`src/rtl/bip_pkg.sv`:
```
`default_nettype none
// ============================================================================
// Module      : bip_pkg
// Description : Shared definitions for the BIP datapath: default widths,
//               accumulator/ALU source select encodings and FSM state encoding.
// Revision    : 1.0 - initial release
// ============================================================================
package bip_pkg;

    localparam int DEF_PC_WIDTH      = 11;
    localparam int DEF_DATA_WIDTH    = 16;
    localparam int DEF_OPERAND_WIDTH = 11;

    // Accumulator source select
    localparam logic [1:0] SELA_RAM  = 2'd0;
    localparam logic [1:0] SELA_IMM  = 2'd1;
    localparam logic [1:0] SELA_ALU  = 2'd2;
    localparam logic [1:0] SELA_HOLD = 2'd3;

    // ALU operand B select
    localparam logic SELB_RAM = 1'b0;
    localparam logic SELB_IMM = 1'b1;

    typedef enum logic [1:0] {
        ST_RUN    = 2'd0,
        ST_RDWAIT = 2'd1,
        ST_HALT   = 2'd2
    } state_t;

endpackage : bip_pkg
`default_nettype wire

```
`src/rtl/bip_alu.sv`:
```
`default_nettype none
// ============================================================================
// Module      : bip_alu
// Description : Combinational add/subtract, result modulo 2^DATA_WIDTH, no flags.
// Ports       : a, b    - operands
//               sub     - 0: a+b, 1: a-b
//               result  - sum/difference
// Revision    : 1.0 - initial release
// ============================================================================
module bip_alu #(
    parameter int DATA_WIDTH = 16
) (
    input  logic [DATA_WIDTH-1:0] a,
    input  logic [DATA_WIDTH-1:0] b,
    input  logic                  sub,
    output logic [DATA_WIDTH-1:0] result
);

    always_comb begin
        result = sub ? (a - b) : (a + b);
    end

endmodule : bip_alu
`default_nettype wire

```
`src/rtl/bip_datapath.sv`:
```
`default_nettype none
// ============================================================================
// Module      : bip_datapath
// Description : BIP processor datapath and sequencer. Executes one decoded
//               control word per instruction; RAM reads take an extra RDWAIT
//               cycle because the data RAM is synchronous.
// Ports       : clk, rst_n                - clock, async active-low reset
//               instr_valid / instr_ready - instruction handshake
//               WrPC..SelB, operand       - decoded control word + operand
//               ram_addr/wdata/we/re/rdata- data RAM interface
//               pc, acc, halted           - architectural state
// Revision    : 1.0 - initial release
// ============================================================================
module bip_datapath
    import bip_pkg::*;
#(
    parameter int PC_WIDTH      = DEF_PC_WIDTH,
    parameter int DATA_WIDTH    = DEF_DATA_WIDTH,
    parameter int OPERAND_WIDTH = DEF_OPERAND_WIDTH
) (
    input  logic                     clk,
    input  logic                     rst_n,
    input  logic                     instr_valid,
    output logic                     instr_ready,
    input  logic                     WrPC,
    input  logic                     WrAcc,
    input  logic                     Op,
    input  logic                     WrRam,
    input  logic                     RdRam,
    input  logic [1:0]               SelA,
    input  logic                     SelB,
    input  logic [OPERAND_WIDTH-1:0] operand,
    output logic [OPERAND_WIDTH-1:0] ram_addr,
    output logic [DATA_WIDTH-1:0]    ram_wdata,
    output logic                     ram_we,
    output logic                     ram_re,
    input  logic [DATA_WIDTH-1:0]    ram_rdata,
    output logic [PC_WIDTH-1:0]      pc,
    output logic [DATA_WIDTH-1:0]    acc,
    output logic                     halted
);

    state_t                  state;
    logic                    issue;
    logic [DATA_WIDTH-1:0]   imm;
    logic [DATA_WIDTH-1:0]   alu_b;
    logic [DATA_WIDTH-1:0]   alu_result;
    logic [DATA_WIDTH-1:0]   acc_next;

    // Immediate: operand sign-extended (or truncated) to the data width
    generate
        if (DATA_WIDTH > OPERAND_WIDTH) begin : g_imm_sext
            assign imm = {{(DATA_WIDTH-OPERAND_WIDTH){operand[OPERAND_WIDTH-1]}}, operand};
        end else begin : g_imm_trunc
            assign imm = operand[DATA_WIDTH-1:0];
        end
    endgenerate

    // A non-halting instruction presented in RUN. Gated by rst_n so that no
    // strobe escapes while reset is held.
    always_comb begin
        issue       = rst_n && (state == ST_RUN) && instr_valid && WrPC;
        ram_re      = issue && RdRam;
        ram_we      = issue && !RdRam && WrRam;
        instr_ready = rst_n && ((issue && !RdRam) || (state == ST_RDWAIT));
        ram_addr    = (ram_re || ram_we) ? operand : '0;
    end

    assign ram_wdata = acc;

    // In RUN with RdRam=0 the RAM-data path carries whatever ram_rdata holds;
    // it is only meaningful in RDWAIT, where it is the word just read.
    always_comb begin
        alu_b = ram_rdata;
        case (SelB)
            SELB_RAM: alu_b = ram_rdata;
            SELB_IMM: alu_b = imm;
            default:  alu_b = ram_rdata;
        endcase
    end

    bip_alu #(
        .DATA_WIDTH (DATA_WIDTH)
    ) u_alu (
        .a      (acc),
        .b      (alu_b),
        .sub    (Op),
        .result (alu_result)
    );

    always_comb begin
        acc_next = acc;
        case (SelA)
            SELA_RAM:  acc_next = ram_rdata;
            SELA_IMM:  acc_next = imm;
            SELA_ALU:  acc_next = alu_result;
            SELA_HOLD: acc_next = acc;
            default:   acc_next = acc;
        endcase
    end

    always_ff @(posedge clk or negedge rst_n) begin
        if (!rst_n) begin
            state  <= ST_RUN;
            pc     <= '0;
            acc    <= '0;
            halted <= 1'b0;
        end else begin
            case (state)
                ST_RUN: begin
                    if (instr_valid) begin
                        if (!WrPC) begin
                            state  <= ST_HALT;
                            halted <= 1'b1;
                        end else if (RdRam) begin
                            // Address issued now; data consumed next cycle
                            state <= ST_RDWAIT;
                        end else begin
                            pc <= pc + PC_WIDTH'(1);
                            if (WrAcc) begin
                                acc <= acc_next;
                            end
                        end
                    end
                end
                ST_RDWAIT: begin
                    // Control word is still held by upstream
                    pc <= pc + PC_WIDTH'(1);
                    if (WrAcc) begin
                        acc <= acc_next;
                    end
                    state <= ST_RUN;
                end
                ST_HALT: begin
                    state  <= ST_HALT;
                    halted <= 1'b1;
                end
                default: begin
                    state <= ST_RUN;
                end
            endcase
        end
    end

endmodule : bip_datapath
`default_nettype wire

```
`config.mk`:
```
export PLATFORM = sky130hd
export DESIGN_NAME = bip_datapath
export DESIGN_NICKNAME = d
export VERILOG_FILES = /design/src/rtl/bip_pkg.sv /design/src/rtl/bip_alu.sv /design/src/rtl/bip_datapath.sv
export SDC_FILE = /design/constraint.sdc
export NUM_CORES = 1
export LEC_CHECK = 0
export ABC_CLOCK_PERIOD_IN_PS = 3900
export BUFFER_PORTS_ARGS = -buffer_cell sky130_fd_sc_hd__buf_2
export CAP_MARGIN = 20
export CORE_MARGIN = 2
export CORE_UTILIZATION = 58
export CTS_BUF_LIST = sky130_fd_sc_hd__clkbuf_4
export DETAILED_ROUTE_END_ITERATION = 12
export PLACE_DENSITY = 0.95
export SYNTH_ARGS = -nofsm -noshare
export SYNTH_HDL_FRONTEND = slang
export SYNTH_SLANG_ARGS = --single-unit
```
`constraint.sdc`:
```
create_clock -name clk -period 3.9 [get_ports clk]
set_clock_uncertainty 0.15 [all_clocks]
set_input_delay 0.585 -clock clk [delete_from_list [all_inputs] [get_ports clk]]
set_output_delay 0.585 -clock clk [all_outputs]
set_load 0.01 [all_outputs]
```
==> flow_metrics.env <==
export IMPL_status="complete, no violations"
export IMPL_crit_required_ns=4.01
export IMPL_yosysSeqAreaShare_pct=23.8
export IMPL_max_freq_mhz=289
export IMPL_yosysUniqueCellTypes=56
export IMPL_drt_first_iter_violations=418
export IMPL_start_kind="input pin"
export IMPL_postSynthRegisterBits=30
export IMPL_layout_drive_gt1_share_pct=25.1
export IMPL_max_vdd_ir_drop_uv=181
export IMPL_postSynth_asyncResetShare_pct=100
export IMPL_critPathArrivalTime_ns=3.57
export IMPL_gp_congestion=0.968
export IMPL_grt_pass1_vias=3157
export IMPL_viasPerCell=5.99
export IMPL_routedWlPerCell_um=16.7
export IMPL_period_minus_slack_ns=3.46
export IMPL_dr_total_vias=3239
export IMPL_cts_hold_buf=0
export IMPL_worstSkewPairLatency_ns=0.33
export IMPL_h_tree_depth=2
export IMPL_drtAntennaViolNets=0
export IMPL_grt_pass1_wl_um=14900
export IMPL_met2WireLength_um=4430
export IMPL_drt_drc_violations_left=0
export IMPL_worst_pin_slew_ns=0.769
export IMPL_drt_pass1_iterations=6
export IMPL_io_pins=96
export IMPL_synth_edf_count=0
export IMPL_numCtsBuffers=5
export IMPL_grtUsageTotal_pct=30.8
export IMPL_root_buffer="clkbuf_4"
export IMPL_route_top_layer_used="met4"
export IMPL_layout_nets=530
export IMPL_syn_area_um2=3150
export IMPL_fin_crit_sh_pct=88.8
export IMPL_cts_setup_buffers=0
export IMPL_ys_warnings_count=0
export IMPL_clock_path_buffers=2
export IMPL_dieArea_um2=6030
export IMPL_numClockSinks=30
export IMPL_grt_max_degree=36
export IMPL_core_um2=5170
export IMPL_placementRows=26
export IMPL_syn_nets=452
export IMPL_die_x_um=77.7
export IMPL_slew_viol_final=0
export IMPL_wl_met3_um=806
export IMPL_drt_wl_total_um=9040
export IMPL_netlist_top_cell_by_area="dfrtp_1"
export IMPL_worst_setup_path_type="in2reg"
export IMPL_path_max_fanout=35
export IMPL_layout_commonest_cell="buf_2"
export IMPL_final_cell_mix="95 x buf_2, 35 x nand2_1, 33 x nor2_1, 33 x a21oi_1, 32 x o21ai_0"
export IMPL_crit_path_end_kind="flip-flop"
export IMPL_tns_ns=0
export IMPL_rsz0062_at_grt="false"
export IMPL_slew_headroom_pct=48.5
export IMPL_hold_viol_final=0
export IMPL_synth_top_area_share_pct=23.8
export IMPL_fp_dieH_um=77.7
export IMPL_ys_flop_type="dfrtp_1"
export IMPL_synth_cells=393
export IMPL_setup_violations_final=0
export IMPL_min_path_type="in2async"
export IMPL_antenna_found_initial=0
export IMPL_synthToLayoutAreaGrowth_pct=15.8
export IMPL_port_buffers=95
export IMPL_synth_area_leaders="dfrtp_1 24%, ha_1 7.9%, xnor2_1 5.6%"
export IMPL_initial_core_util_pct=60.9
export IMPL_power_total_uw=805
export IMPL_ctsResizeCount=0
export IMPL_dp_hpwl_um=6950
export IMPL_postSynthAreaPerCell_um2=8.01
export IMPL_power_density_nw_per_um2=221
export IMPL_wl_met1_um=3610
export IMPL_grt_remaining_overflow=0
export IMPL_antennaDiodeCount=0
export IMPL_cts_tree="yes"
export IMPL_maxCapViolCount=0
export IMPL_p_leak_nw=1.87
export IMPL_clk_pin_slew_ns=0.11
-- cell type report --
class / instances / area, um^2
fill: 405 / 1530
clock buffer: 5 / 37.5
tap: 70 / 87.6
sequential: 30 / 751
multi-input combinational: 313 / 2130
inverter: 20 / 75.1
timing repair buffer: 101 / 533
clock inverter: 2 / 33.8
-- worst max-delay path: stages --
cell,delay (ns)
buf_2,0.15
buf_12,0.22
mux2i_1,0.40
nand2_1,0.14
nor3_1,0.33
nor2_1,0.09
xor2_1,0.18
ha_1,0.37
a21oi_1,0.21
o221ai_1,0.14
a21oi_1,0.19
mux2_2,0.36
a41oi_1,0.20
-- worst paths after layout --
path,from,end,slack [ns],cells after the start
setup / recovery,SelB,acc[12],0.44,13
hold / removal,rst_n,acc[3],0.18,2
setup reg to reg,acc[0],acc[12],1.34,9
hold reg to reg,halted,halted,0.33,1
max in group asynchronous,rst_n,state[0],3.12,2
min in group clk,halted,halted,0.33,1
-- cells in the mapped netlist (all sizes together) (2+ instances only) --
cell     n
nand2   35
buf     21
nand2b   4
nor4     3
ha      20
o211ai   3
nor3b    3
inv     20
xnor2   20
o211a    2
nor2    33
nor4b    2
a31oi    3
o21ai   32
and3     3
nand3    3
o221ai   6
and4     3
a211oi   2
clkbuf   9
o31ai    6
and2    12
a21oi   33
nand4    7
xor2    12
o41ai    2
dfrtp   30
nor3    15
mux2     3
and2b    2
a221oi   4
nor2b    3
or2      2
o21a     7
mux2i   17
-- registers in the layout, indices dropped and copies added (netlist names) --
register / flops
acc: 16
halted: 1
pc: 11
state: 2
-- metal layers --
layer  global-route usage [%]  up-vias
met5                        0        -
met4                     13.8        0
met3                     4.65       22
met2                     52.0      182
met1                     38.6     1484
li1                         -     1551
-- cells by family after synthesis --
family	share of synthesized area, %
compound gates	22.1
xor+xnor	8.90
fa+ha+maj	8.58
buf+inv	8.54
flops	23.8
mux	6.48
simple gates	21.6
-- per-stage QoR --
stage	hold slack (ns)	instance area, um^2	util [%]	std cells	setup WS (ns)
2_1_floorplan	0.139	3150	-	393	0.0423
3_3_place_gp	0.300	3580	69.1	534	0.322
3_5_place_dp	0.298	3580	69.1	534	0.183
4_1_cts	0.186	3650	70.5	541	0.524
5_1_grt	0.189	3650	70.5	541	0.201
6_report	0.175	3650	70.5	541	0.437
-- report_power, final --
part	switching [mW]	internal (mW)
combinational	0.147	0.0948
sequential	0.000580	0.311
clock	0.121	0.130
(Power assumes the default switching activity.)
